### src/rtl/pulse_stretcher_fsm_pkg.sv
// ============================================================================
// Module   : pulse_pkg
// Brief    : Shared state encoding and default sizing for pulse_stretcher_fsm.
// Revision : 1.0
// ============================================================================
`default_nettype none

package pulse_pkg;

   typedef enum logic [1:0] {
      IDLE  = 2'b00,
      HIGH  = 2'b01,
      GUARD = 2'b11
   } state_t;

   localparam int C_CNT_W_DEF   = 8;
   localparam int C_MIN_LOW_DEF = 1;

endpackage

`default_nettype wire

### src/rtl/pulse_stretcher_fsm_if.sv
// ============================================================================
// Module   : pulse_stretcher_fsm_if
// Brief    : Request/level bundle between pulse producer and the stretcher.
// Revision : 1.0
// ============================================================================
`default_nettype none

interface pulse_stretcher_fsm_if
   import pulse_pkg::*;
#(
   parameter int CNT_W = C_CNT_W_DEF
) ();

   logic             P;
   logic [CNT_W-1:0] LEN;
   logic             L;
   logic             BUSY;
   logic             DROP;

   modport master (output P, output LEN, input  L, input  BUSY, input  DROP);
   modport slave  (input  P, input  LEN, output L, output BUSY, output DROP);

endinterface

`default_nettype wire

### src/rtl/pulse_stretcher_fsm_stretch_counter.sv
// ============================================================================
// Module   : stretch_counter
// Brief    : Loadable down-counter with zero flag; saturates at zero.
// Revision : 1.0
// ============================================================================
`default_nettype none

module stretch_counter #(
   parameter int W = 8
) (
   input  wire logic         CLK,
   input  wire logic         RST,
   input  wire logic         i_load,
   input  wire logic [W-1:0] i_load_val,
   input  wire logic         i_dec,
   output logic              o_zero
);

   logic [W-1:0] r_count;

   always_ff @(posedge CLK) begin
      if (RST) begin
         r_count <= '0;
      end else if (i_load) begin
         r_count <= i_load_val;
      end else if (i_dec && (r_count != '0)) begin
         r_count <= r_count - 1'b1;
      end
   end

   assign o_zero = (r_count == '0);

endmodule

`default_nettype wire

### src/rtl/pulse_stretcher_fsm.sv
// ============================================================================
// Module   : pulse_stretcher_fsm
// Brief    : Stretches request pulses into a level of programmable length with
//            a guaranteed low gap. Define PULSE_RETRIGGER_EN to let requests
//            during the high period extend it instead of queueing.
// Revision : 1.0
// ============================================================================
`default_nettype none

module pulse_stretcher_fsm
   import pulse_pkg::*;
#(
   parameter int CNT_W   = C_CNT_W_DEF,
   parameter int MIN_LOW = C_MIN_LOW_DEF
) (
   input wire logic              CLK,
   input wire logic              RST,
   pulse_stretcher_fsm_if.slave  bus
);

   localparam logic [CNT_W-1:0] C_GUARD_LOAD = CNT_W'(MIN_LOW - 1);

   state_t           r_state;
   state_t           w_state_nxt;
   logic             r_pend;
   logic             w_pend_nxt;
   logic             r_l;
   logic             r_busy;
   logic             r_drop;
   logic             w_drop;
   logic             w_cnt_load;
   logic             w_cnt_dec;
   logic             w_cnt_zero;
   logic             w_gcnt_load;
   logic             w_gcnt_dec;
   logic             w_gcnt_zero;
   logic [CNT_W-1:0] w_len_load;

   // LEN of zero behaves like one cycle of high time.
   assign w_len_load = (bus.LEN == '0) ? '0 : bus.LEN - 1'b1;

   stretch_counter #(.W(CNT_W)) u_cnt (
      .CLK        (CLK),
      .RST        (RST),
      .i_load     (w_cnt_load),
      .i_load_val (w_len_load),
      .i_dec      (w_cnt_dec),
      .o_zero     (w_cnt_zero)
   );

   stretch_counter #(.W(CNT_W)) u_gcnt (
      .CLK        (CLK),
      .RST        (RST),
      .i_load     (w_gcnt_load),
      .i_load_val (C_GUARD_LOAD),
      .i_dec      (w_gcnt_dec),
      .o_zero     (w_gcnt_zero)
   );

   always_ff @(posedge CLK) begin
      if (RST) begin
         r_state <= IDLE;
         r_pend  <= 1'b0;
         r_l     <= 1'b0;
         r_busy  <= 1'b0;
         r_drop  <= 1'b0;
      end else begin
         r_state <= w_state_nxt;
         r_pend  <= w_pend_nxt;
         r_l     <= (w_state_nxt == HIGH);
         r_busy  <= (w_state_nxt != IDLE);
         r_drop  <= w_drop;
      end
   end

   always_comb begin
      w_state_nxt = r_state;
      w_pend_nxt  = r_pend;
      w_drop      = 1'b0;
      w_cnt_load  = 1'b0;
      w_cnt_dec   = 1'b0;
      w_gcnt_load = 1'b0;
      w_gcnt_dec  = 1'b0;

      case (r_state)
         IDLE: begin
            if (bus.P) begin
               w_cnt_load  = 1'b1;
               w_state_nxt = HIGH;
            end
         end

         HIGH: begin
`ifdef PULSE_RETRIGGER_EN
            if (bus.P) begin
               w_cnt_load = 1'b1;
            end else if (w_cnt_zero) begin
               w_gcnt_load = 1'b1;
               w_state_nxt = GUARD;
            end else begin
               w_cnt_dec = 1'b1;
            end
`else
            if (w_cnt_zero) begin
               w_gcnt_load = 1'b1;
               w_state_nxt = GUARD;
            end else begin
               w_cnt_dec = 1'b1;
            end
            if (bus.P) begin
               if (r_pend) w_drop     = 1'b1;
               else        w_pend_nxt = 1'b1;
            end
`endif
         end

         GUARD: begin
            if (w_gcnt_zero) begin
               // A request landing exactly on the last guard cycle is served now.
               if (r_pend || bus.P) begin
                  w_cnt_load  = 1'b1;
                  w_pend_nxt  = 1'b0;
                  w_state_nxt = HIGH;
               end else begin
                  w_state_nxt = IDLE;
               end
            end else begin
               w_gcnt_dec = 1'b1;
               if (bus.P) begin
                  if (r_pend) w_drop     = 1'b1;
                  else        w_pend_nxt = 1'b1;
               end
            end
         end

         default: begin
            w_state_nxt = IDLE;
         end
      endcase
   end

   assign bus.L    = r_l;
   assign bus.BUSY = r_busy;
   assign bus.DROP = r_drop;

endmodule

`default_nettype wire

### src/flat_wrapper.sv
// flat-port wrapper written by rule: the top's interface ports become plain ports
module pulse_stretcher_fsm_flat import pulse_pkg::*;
#(
   parameter int CNT_W   = C_CNT_W_DEF,
   parameter int MIN_LOW = C_MIN_LOW_DEF
)
  (CLK, RST, bus_P, bus_LEN, bus_L, bus_BUSY, bus_DROP);
  pulse_stretcher_fsm_if #(.CNT_W(CNT_W)) bus_i ();
  input wire logic CLK;
  input wire logic RST;
  input wire logic [$bits(bus_i.P)-1:0] bus_P;
  input wire logic [$bits(bus_i.LEN)-1:0] bus_LEN;
  output wire logic [$bits(bus_i.L)-1:0] bus_L;
  output wire logic [$bits(bus_i.BUSY)-1:0] bus_BUSY;
  output wire logic [$bits(bus_i.DROP)-1:0] bus_DROP;
  assign bus_i.P = bus_P;
  assign bus_i.LEN = bus_LEN;
  assign bus_L = bus_i.L;
  assign bus_BUSY = bus_i.BUSY;
  assign bus_DROP = bus_i.DROP;
  pulse_stretcher_fsm #(.CNT_W(CNT_W), .MIN_LOW(MIN_LOW)) u_core (.CLK(CLK), .RST(RST), .bus(bus_i));
endmodule
### config.mk
export PLATFORM = sky130hd
export DESIGN_NAME = pulse_stretcher_fsm_flat
export DESIGN_NICKNAME = d
export VERILOG_FILES = /design/src/rtl/pulse_stretcher_fsm_pkg.sv /design/src/rtl/pulse_stretcher_fsm_if.sv /design/src/rtl/pulse_stretcher_fsm_stretch_counter.sv /design/src/rtl/pulse_stretcher_fsm.sv /design/src/flat_wrapper.sv
export SDC_FILE = /design/constraint.sdc
export NUM_CORES = 1
export LEC_CHECK = 0
export BUFFER_PORTS_ARGS = -buffer_cell sky130_fd_sc_hd__buf_4
export CORE_MARGIN = 3
export CORE_UTILIZATION = 53
export CTS_CLUSTER_SIZE = 28
export DETAILED_ROUTE_END_ITERATION = 10
export HOLD_SLACK_MARGIN = 0.02
export PLACE_DENSITY = 0.74
export SLEW_MARGIN = 20
export SYNTH_ARGS = -nofsm -noshare
export SYNTH_HDL_FRONTEND = slang
export SYNTH_SLANG_ARGS = --single-unit
### constraint.sdc
create_clock -name CLK -period 5.43 [get_ports CLK]
set_input_delay 0.2715 -clock CLK [delete_from_list [all_inputs] [get_ports CLK]]
set_output_delay 0.2715 -clock CLK [all_outputs]
set_load 0.1 [all_outputs]
==> Word-level counts from Yosys, hierarchy flattened <==
Index checks and enable logic that the tools add are counted.
{ "word_totals": {"register_bits": 22, "inputBits": 11, "output_inout_bits": 3, "elab_cells": 54} }
{ "classes": {"addsub": 3, "n_eq_ne": 4, "muxes": 26, "n_reduce_logical": 14} }
{ "op_table": {"columns": ["op", "n"], "rows": [
  ["$logic_not A8 Y1", 3],
  ["$mux W8", 3],
  ["$sub A8 B1 Y8 const B", 3],
  ["$mux W1", 16],
  ["$reduce_bool A8 Y1", 2],
  ["$mux W2", 3],
  ["$pmux W1 S2", 3],
  ["$pmux W2 S3", 1],
  ["$reduce_bool A2 Y1", 3],
  ["$eq A2 B1 Y1 const B", 2],
  ["$ne A3 B2 Y1 const B", 1],
  ["$eq A2 B2 Y1 const B", 1],
  ["$logic_and A1 B1 Y1", 2],
  ["$logic_not A2 Y1", 1],
  ["$reduce_and A2 Y1", 1],
  ["$reduce_or A2 Y1", 1],
  ["$logic_or A1 B1 Y1", 1]
]} }

==> Depth between registers and ports, before layout <==
Gate-level depths: netlist (run 1).
{ "depth": {"word_depth": 6, "depth_mapped": 8, "ltp_nobuf": 6} }

==> Hierarchy <==
A second synthesis (run 1) with hierarchy kept.
{ "hier_totals": {"hier_cells": 182, "hier_area_um2": 1551.5} }
{ "by_module_without_submodules": {"columns": ["mod", "instances", "cells_per_inst", "area_each_um2", "seq_area_each_um2"], "rows": [
  ["stretch_counter", 2, 59, 515.5, 160.2],
  ["pulse_stretcher_fsm", 1, 64, 520.5, 120.1]
]} }

==> Worst setup path after synthesis (run 1) <==
No wires, ideal clock.
{ "synth_path": {"path_type": "register -> register", "startpoint": "register u_core.u_gcnt.r_count[0]", "endpoint": "register u_core.u_cnt.r_count[6]", "setup_time_ps": 134, "arrival_time_ps": 1920, "t_required_ps": 5296, "slack_ps": 3377, "stages_incl_launch_ff": 8, "path_cell_list": "dfxtp_1 > inv_1 > ha_1 > or3b_2 > clkbuf_1 > o31a_1 > a2111oi_2 > a311oi_1"} }
{ "synth_via": {"elab_chain_len": 4, "elab_cells_between_ends": 5, "cone_classes": "3 x mux; 2 x reduce/logical"} }
{ "synth_rtl": {"columns": ["item", "line", "source"], "rows": [
  ["start, declared", "pulse_stretcher_fsm_stretch_counter.sv:19", "logic [W-1:0] r_count;"],
  ["start signal, assigned", "pulse_stretcher_fsm_stretch_counter.sv:25", "r_count <= i_load_val;"],
  ["start signal, assigned", "pulse_stretcher_fsm_stretch_counter.sv:27", "r_count <= r_count - 1'b1;"],
  ["$logic_not A8 Y1 (*)", "pulse_stretcher_fsm_stretch_counter.sv:31", "assign o_zero = (r_count == '0);"],
  ["$mux W1 (*)", "pulse_stretcher_fsm.sv:118", "if (w_gcnt_zero) begin"],
  ["$pmux W1 S2 (*)", "pulse_stretcher_fsm.sv:85", "case (r_state)"],
  ["$mux W8 / $reduce_bool A2 Y1 (equally long branches)", null, null],
  ["end signal, assigned", "pulse_stretcher_fsm_stretch_counter.sv:25", null],
  ["end signal, assigned", "pulse_stretcher_fsm_stretch_counter.sv:27", null],
  ["end, declared", "pulse_stretcher_fsm_stretch_counter.sv:19", null]
]} }
Mark *: on every way between the ends. The rest lies on a longest branch, timed or not.
A chain may end at the register's enable or synchronous reset.

==> Worst setup path after layout (run 1) <==
Same ends and word-level chain as after synthesis.

==> run metrics, run 1 <==
Seq/Total Area, Yosys 30.3%; RR Startpoint u_core.u_gcnt.r_count[0]$_SDFFE_PP0P_; fin crit period 2200 ps; layout cells sized above 1 14.8%; CORE AREA 2540 µm²; vias post-DR 1,287; Adder-Cell Fraction of Synth Area 7.75%; Detail Route Antenna Nets 0; nets@finish 198; die height 58.4 µm; dpl hpwl 2.32 mm; Hold Violations, Final 0; count of cell types in the netlist 53; worst path required time 5620 ps; DRC 0; Compound-Gate Fraction of Synth Area 25.2%; total wire length 3.03 mm; layout filler cell count 232; vias per cell 6.25; root buffer cell clkbuf_4; pwr dens 344 nW/µm²; Post-synth top flop dfxtp_1; Clock transition at path regs 120 ps; leakage power 0.576 nW; Setup CP Type flip-flop to flip-flop; worst path cell trace inv_1 -> ha_1 -> or3b_2 -> o31a_1 -> a2111oi_2 -> a311oi_1; first-pass GRT wire length 5.34 mm; TritonCTS clock tree done; most common cell after layout, fill and taps aside dfxtp_1; reg2reg setup slack 3230 ps; post-synth top area share 30.3%; growth of design area from synthesis to finish 8.44%; I/O Pins 14; area leader, netlist dfxtp_1; crit end category flip-flop; Final GP Congestion 0.851; htree depth 1; syn_area_per_cell 8.70 µm²; Critical Path Source Type flip-flop; CP max stage cell or3b_2; Worst-Skew Late Latency 300 ps; Max rail drop VDD 0.280 mV; slowest stage delay, CP 590 ps; number of iterations in the first detailed-routing pass 4; main combinational cell family by area after synthesis simple AND/OR/NAND/NOR gates; worst hold path stage count 3; Design Area, Final 1580 µm²; critical path arrival 2390 ps; Synth area leaders dfxtp_1 (30%), ha_1 (7.8%), xor2_1 (4.2%), a211oi_1 (4.1%), nor3_1 (3.4%); Synth Area in Simple Gates 25.3%; CTS Hold Bufs 0; maximum clock rate 0.454 GHz; largest net degree at the start of global routing 16; GRT Residual Overflow 0; CTS buffer count 3; R2R cell count 6; post-synthesis mux area share 0.689%; Rel. slew slack 43.8%; final worst-path cycle share 40.6%; clk_skew 2.59 ps; status completed; most frequent cells in the layout dfxtp_1 (22), nor2_1 (13), buf_4 (13); # rows 18; max_cap viols 0; Post-Synthesis Net Count 187; placed cell areas 1550 µm²; Synth Warn # 0; EDFF count, synth 0; share of the core filled with cells 61.9%; RSZ-0062 raised after global routing no; FF+latch count, synth 22; WL/cell 14.7 µm; async set-reset flop share out of synthesis 0%; worst min-delay path category input port to flip-flop; Initial Util 57.1%; worst hold slack 230 ps; Post-Synthesis Cells 167; diode count 0; Slew Limit Fails 0; Worst Setup SP u_core.u_gcnt.r_count[0]$_SDFFE_PP0P_; clk sinks 22; Die X 58.4 µm; GRT Overall Usage 19.6%; # resized after CTS 0; Syn Std Cell Area 1450 µm²; XOR/XNOR Fraction of Synth Area 5.43%; DRT iter0 DRCs 56; final setup vio count 0; Die Area 3400 µm²; Crit Reg-Reg Endpoint u_core.u_cnt.r_count[6]$_SDFFE_PP0P_; Hold Path End u_core.bus.DROP$_SDFF_PP0_; # Post-CTS Setup Buffers 0; Longest Clk Path Bufs 2; Final TNS setup 0 ps; CP Max Fanout 11; port bufs 13; Slew @ Worst Pin 832 ps; vias in the first global route 1,225; initial antenna violation count 0; worst hold path startpoint bus_P
synth_stat cells, drive strengths merged, types with 2 or more instances:
library cell and n:
a2111oi 2, a211oi 8, a21boi 2, a21oi 7, a221oi 2, a311oi 2, buf 2, clkbuf 5
dfxtp 22, ha 9, inv 11, nand2 9, nand3 2, nand4 2, nor2 13, nor3 10
nor3b 2, nor4 3, nor4b 3, o2111ai 2, o211ai 3, o21a 3, o21ai 6, o22ai 2
o31ai 3, or2 2, or4 4, xnor2 2, xor2 7
report_power, final:
group | internal (mW) | switching [mW] | leakage (nW)
clock network | 0.0258 | 0.0468 | 0.0138
logic | 0.0985 | 0.154 | 0.382
registers | 0.190 | 0.0274 | 0.180
final cells by class:
| class | count | area (µm²) | area share (%) |
|---|---|---|---|
| clock buffer | 3 | 22.5 | 1.43 |
| inverter | 11 | 41.3 | 2.62 |
| multi-input combinational | 127 | 936 | 59.4 |
| sequential | 22 | 440 | 28.0 |
| tap | 30 | 37.5 | 2.38 |
| timing repair buffer | 13 | 97.6 | 6.20 |
layer usage:
layer | vias to the layer above | wire, µm | track usage, %
met3 | 2 | 142 | 2.63
li1 | 653 | - | -
met5 | - | 0 | 0
met2 | 36 | 1490 | 35.7
met1 | 596 | 1370 | 24.6
met4 | 0 | 14 | 3.97
stage by stage:
stage | power (mW) | setup WS (ps) | cells
after floorplan | 0.416 | 3380 | 167
after global placement | 0.466 | 3240 | 203
after detailed placement | 0.472 | 3240 | 203
after CTS | 0.546 | 3210 | 206
after global routing | 0.587 | 2870 | 206
final | 0.543 | 3230 | 206
worst max-delay path, delay by kind of cell (launching register included):
kind	cells	cell delay, ps
compound gates	3	900
simple gates	1	590
flops	1	360
fa+ha+maj	1	150
buf+inv	1	90
how the worst max path moves through the flow:
stage | endpoint | slack, ps | cells past startpoint
after floorplan | u_core.u_cnt.r_count[6]$_SDFFE_PP0P_ | 3380 | 7
after global placement | u_core.u_cnt.r_count[6]$_SDFFE_PP0P_ | 3240 | 6
after detailed placement | u_core.u_cnt.r_count[7]$_SDFFE_PP0P_ | 3240 | 6
after CTS | u_core.u_cnt.r_count[7]$_SDFFE_PP0P_ | 3210 | 6
after global routing | u_core.u_cnt.r_count[7]$_SDFFE_PP0P_ | 2870 | 6
final | u_core.u_cnt.r_count[6]$_SDFFE_PP0P_ | 3230 | 6
cells by family after synthesis:
family	Yosys count
multiplexers	1
flip-flops	22
AO/OA/AOI/OAI	47
adder cells (fa/ha/maj)	9
buffers and inverters	18
AND/OR/NAND/NOR	61
XOR/XNOR	9
flip-flops by register name, indices dropped and copies added, names as in the netlist:
name                   count
u_core.u_cnt.r_count       8
u_core.u_gcnt.r_count      8
u_core.r_state             2
u_core.bus.BUSY            1
u_core.bus.DROP            1
u_core.bus.L               1
u_core.r_pend              1
Power figures use the tool's default switching activity.
==> run 2: changes to the inputs <==
--- a/config.mk
+++ b/config.mk
@@ -7,11 +7,11 @@
 export LEC_CHECK = 0
 export BUFFER_PORTS_ARGS = -buffer_cell sky130_fd_sc_hd__buf_4
 export CORE_MARGIN = 3
-export CORE_UTILIZATION = 53
+export CORE_UTILIZATION = 52
 export CTS_CLUSTER_SIZE = 28
 export DETAILED_ROUTE_END_ITERATION = 10
 export HOLD_SLACK_MARGIN = 0.02
-export PLACE_DENSITY = 0.74
+export PLACE_DENSITY = 0.75
 export SLEW_MARGIN = 20
 export SYNTH_ARGS = -nofsm -noshare
 export SYNTH_HDL_FRONTEND = slang
==> constraint.sdc (replaced) <==
create_clock -name CLK -period 1.9 [get_ports CLK]
set_input_delay 0.095 -clock CLK [delete_from_list [all_inputs] [get_ports CLK]]
set_output_delay 0.095 -clock CLK [all_outputs]
set_load 0.1 [all_outputs]
==> run metrics, run 2 (synthesis gave the netlist of run 1 again) <==
status complete, but fails checks; failing checks setup timing; worst hold path startpoint bus_P; final worst-path cycle share 101%; Reg power frac 31.3%; layout filler cell count 193; switching power 0.801 mW; Rel. slew slack 74.1%; maximum clock rate 0.523 GHz; worst setup margin -13.7 ps; Max rail drop VDD 0.907 mV; R2R cell count 7; worst hold slack 28.2 ps; clk_skew 18.5 ps; Switching Share 40.5%; crit end category flip-flop; Die X 58.9 µm; GRT Overall Usage 22.3%; Pint 1.18 mW; total power 1.98 mW; Slew @ Worst Pin 387 ps; Detail Route Antenna Nets 0; worst hold path stage count 3; layout cells sized above 1 29.9%; first-pass GRT wire length 5.96 mm; most frequent cells in the layout buf_4 (32), dfxtp_1 (21), nor2_1 (13); TritonCTS clock tree done; critical path arrival 2120 ps; WL/cell 16.6 µm; RR Startpoint u_core.u_gcnt.r_count[0]$_SDFFE_PP0P_; initial antenna violation count 0; die height 58.9 µm; RSZ-0062 raised after global routing yes; CP max stage cell o31a_1; Crit Reg-Reg Endpoint u_core.u_cnt.r_count[1]$_SDFFE_PP0P_; placed cell areas 1690 µm²; Final TNS setup -13.7 ps; htree depth 1; DRC 0; Longest Clk Path Bufs 2; Initial Util 56.6%; fin crit period 1910 ps; diode count 0; Regs by FF count u_core.u_cnt.r_count x8, u_core.u_gcnt.r_count x8, u_core.r_state x2; share of the core filled with cells 72.0%; Critical Path Source Type flip-flop; clock power share 18.7%; Worst-Skew Late Latency 320 ps; worst path cell trace inv_4 -> ha_4 -> or3b_4 -> o31a_1 -> buf_6 -> o221ai_2 -> a21oi_2; # rows 18; max_cap viols 0; CTS Hold Bufs 0; worst min-delay path category input port to flip-flop; area occupied by multi-input gates 1020 µm²; dpl hpwl 2.66 mm; growth of design area from synthesis to finish 27.2%; final setup vio count 1; CP Max Fanout 5; clk sinks 22; nets@finish 218; Hold Path End u_core.bus.DROP$_SDFF_PP0_; Clock transition at path regs 140 ps; Final GP Congestion 0.849; vias per cell 6.33; pwr dens 1070 nW/µm²; worst path required time 2110 ps; total wire length 3.76 mm; Logic pwr share 50.0%; Die Area 3460 µm²; most common cell after layout, fill and taps aside buf_4; Setup CP Type flip-flop to flip-flop; CORE AREA 2570 µm²; CTS buffer count 3; root buffer cell clkbuf_4; reg2reg setup slack -10 ps; GRT Residual Overflow 0; storage element area 444 µm²; Hold Violations, Final 0; slowest stage delay, CP 420 ps; leakage power 0.713 nW; vias post-DR 1,437; Slew Limit Fails 0; I/O Pins 14; DRT iter0 DRCs 107; Design Area, Final 1850 µm²; number of iterations in the first detailed-routing pass 4; port bufs 13; vias in the first global route 1,339; largest net degree at the start of global routing 16
-- run 2: cell type report --
class | instances | share of cell area (%)
clock buffer | 3 | 1.22
clock inverter | 1 | 1.62
inverter | 11 | 2.37
multi-input combinational | 127 | 55.1
sequential | 22 | 24.0
tap | 30 | 2.03
timing repair buffer | 33 | 13.6
-- run 2: per-layer routing --
metal	wire, µm	vias up	track usage, %
met5	0	-	0
met4	74	0	7.77
met3	181	10	5.48
met2	1910	46	37.1
met1	1600	689	27.9
li1	-	692	-
-- run 2: metrics by stage --
stage / setup WS (ps) / cells
after floorplan: -22.2 / 167
after detailed placement: -3.20 / 220
after global routing: -72.1 / 227
after global placement: 53.2 / 220
final: -13.7 / 227
after CTS: 0.300 / 225
-- run 2: power by group through the flow --
stage / logic (mW) / clock network, mW / registers [mW]
2_1_floorplan: 0.491 / 0 / 0.710
3_3_place_gp: 0.851 / 0 / 0.614
3_5_place_dp: 0.876 / 0 / 0.621
4_1_cts: 0.883 / 0.371 / 0.608
5_1_grt: 1.06 / 0.391 / 0.630
6_report: 0.991 / 0.370 / 0.620
-- run 2: worst max path at each step --
stage          slack, ps                                  start                              endpoint  cells after the start
3_3_place_gp          50  u_core.u_gcnt.r_count[0]$_SDFFE_PP0P_  u_core.u_cnt.r_count[3]$_SDFFE_PP0P_                      7
5_1_grt              -70  u_core.u_gcnt.r_count[1]$_SDFFE_PP0P_  u_core.u_cnt.r_count[1]$_SDFFE_PP0P_                      7
4_1_cts              0.3  u_core.u_gcnt.r_count[0]$_SDFFE_PP0P_  u_core.u_cnt.r_count[1]$_SDFFE_PP0P_                      7
2_1_floorplan        -20  u_core.u_gcnt.r_count[1]$_SDFFE_PP0P_  u_core.u_cnt.r_count[6]$_SDFFE_PP0P_                      7
6_report             -10  u_core.u_gcnt.r_count[0]$_SDFFE_PP0P_  u_core.u_cnt.r_count[1]$_SDFFE_PP0P_                      7
3_5_place_dp          -3  u_core.u_gcnt.r_count[0]$_SDFFE_PP0P_  u_core.u_cnt.r_count[6]$_SDFFE_PP0P_                      6
-- run 2: timing repair --
item,4_1_cts,5_1_grt
pin swaps,3,7
gates resized for setup,0,17
buffers inserted,1,2
setup endpoints to repair,4,12
-- run 2: critical path: cells and delay by family (launching register included) --
family                     cells  cell delay (ps)
buffers and inverters          2              220
adders and majority gates      1              110
and+or+nand+nor                1              410
AOI/OAI and AO/OA              3              670
DFF                            1              390
==> run 3: changes to the inputs <==
--- a/config.mk
+++ b/config.mk
@@ -16,3 +16,4 @@
 export SYNTH_ARGS = -nofsm -noshare
 export SYNTH_HDL_FRONTEND = slang
 export SYNTH_SLANG_ARGS = --single-unit
+export TNS_END_PERCENT = 30
==> run metrics, run 3 (synthesis gave the netlist of run 1 again) <==
status complete, but fails checks; failing checks setup timing; fin crit period 1900 ps; final worst-path cycle share 100%; nets@finish 218; CP Max Fanout 5; Rel. slew slack 74.8%; Worst-Skew Late Latency 320 ps; clock power share 18.7%; GRT Residual Overflow 0; layout cells sized above 1 29.9%; switching power 0.801 mW; RSZ-0062 raised after global routing yes; Setup CP Type flip-flop to flip-flop; vias post-DR 1,441; CP max stage cell or3b_4; Max rail drop VDD 0.906 mV; Longest Clk Path Bufs 2; I/O Pins 14; Regs by FF count u_core.u_cnt.r_count x8, u_core.u_gcnt.r_count x8, u_core.r_state x2; grt peak-use layer met2; final setup vio count 1; slowest stage delay, CP 410 ps; vias in the first global route 1,339; Critical Path Source Type flip-flop; Buf/Inv on CP 2; storage element area 444 µm²; DRT iter0 DRCs 102; CORE AREA 2570 µm²; Switching Share 40.4%; Initial Util 56.6%; Cells after DPL 220; Detail Route Antenna Nets 0; GR Util met1 27.9%; max_cap viols 0; worst path required time 2110 ps; Die X 58.9 µm; CTS buffer count 3; CP top delay family compound AO/OA/AOI/OAI gates; Slew Limit Fails 0; Reg power frac 31.3%; number of iterations in the first detailed-routing pass 4; largest net degree at the start of global routing 16; non-filler cells, final 227; initial antenna violation count 0; most common cell after layout, fill and taps aside buf_4; htree depth 1; diode count 0; Hold Violations, Final 0; die height 58.9 µm; crit end category flip-flop; GRT Overall Usage 22.3%; maximum clock rate 0.525 GHz; Clock transition at path regs 140 ps; total wire length 3.77 mm; critical path arrival 2120 ps; Logic pwr share 50.0%; TritonCTS clock tree done; leakage power 0.713 nW; pwr dens 1070 nW/µm²; Final GP Congestion 0.849; share of the core filled with cells 72.0%; worst setup margin -3.32 ps; DRC 0; Die Area 3460 µm²; worst path cell trace inv_2 -> ha_4 -> or3b_4 -> o31a_1 -> buf_6 -> o221ai_2 -> a21oi_2; layout filler cell count 193; root buffer cell clkbuf_4; port bufs 13; area occupied by multi-input gates 1020 µm²; GRT met3 Usage 5.48%; growth of design area from synthesis to finish 27.2%; most frequent cells in the layout buf_4 (32), dfxtp_1 (21), nor2_1 (13); dpl hpwl 2.66 mm; clk sinks 22; first-pass GRT wire length 5.96 mm; Slew @ Worst Pin 377 ps; vias per cell 6.35; worst min-delay path category input port to flip-flop; Pint 1.18 mW; # rows 18; worst hold slack 30.7 ps; clk_skew 15.7 ps; WL/cell 16.6 µm; GRT met2 Usage 37.1%
## run 3: cell type report
cell class	instances	share of cell area, %
sequential	22	24.0
multi-input combinational	127	55.1
timing repair buffer	33	13.6
clock buffer	3	1.22
clock inverter	1	1.62
inverter	11	2.37
tap	30	2.03
## run 3: path summary, 6_finish.rpt
kind | slack (ps) | endpoint | depth (start not counted) | start
worst min register to register | 470 | u_core.bus.DROP$_SDFF_PP0_ | 2 | u_core.r_pend$_SDFFE_PP0P_
worst max register to register | -3 | u_core.u_cnt.r_count[1]$_SDFFE_PP0P_ | 7 | u_core.u_gcnt.r_count[1]$_SDFFE_PP0P_
worst max-delay path | -3 | u_core.u_cnt.r_count[1]$_SDFFE_PP0P_ | 7 | u_core.u_gcnt.r_count[1]$_SDFFE_PP0P_
worst min-delay path | 30 | u_core.bus.DROP$_SDFF_PP0_ | 3 | bus_P
## run 3: routing by layer
metal / part of all wire, % / wire (µm)
met2: 52 / 1940
met3: 3.9 / 146
met4: 1.9 / 72
met5: 0 / 0
met1: 43 / 1610
## run 3: metrics by stage
step	cell area, µm²	power [mW]	worst slack, ps	TNS [ps]
floorplan	1470	1.20	-22.2	-22.2
global placement	1690	1.46	53.2	0
detailed placement	1690	1.50	-3.20	-3.20
CTS	1750	1.86	0.300	0
global route	1850	2.08	-72.1	-292
finish	1850	1.98	-3.32	-3.32
## run 3: power groups by stage
stage	registers, mW	clock network, mW	logic, mW
final	0.620	0.370	0.990
after global routing	0.630	0.391	1.06
after CTS	0.608	0.371	0.883
after detailed placement	0.621	0	0.876
after global placement	0.614	0	0.851
after floorplan	0.710	0	0.491
## run 3: tightest hold or removal path: stages
cell and delay (ps):
buf_4 130, nand2_1 60, nor3_1 40
## run 3: timing repair
item | CTS | global route
pin swaps | 3 | 7
setup endpoints to repair | 4 | 12
gates resized for setup | 0 | 17
setup buffers | 1 | 2
gates cloned | 0 | 0
hold buffers | 0 | 0
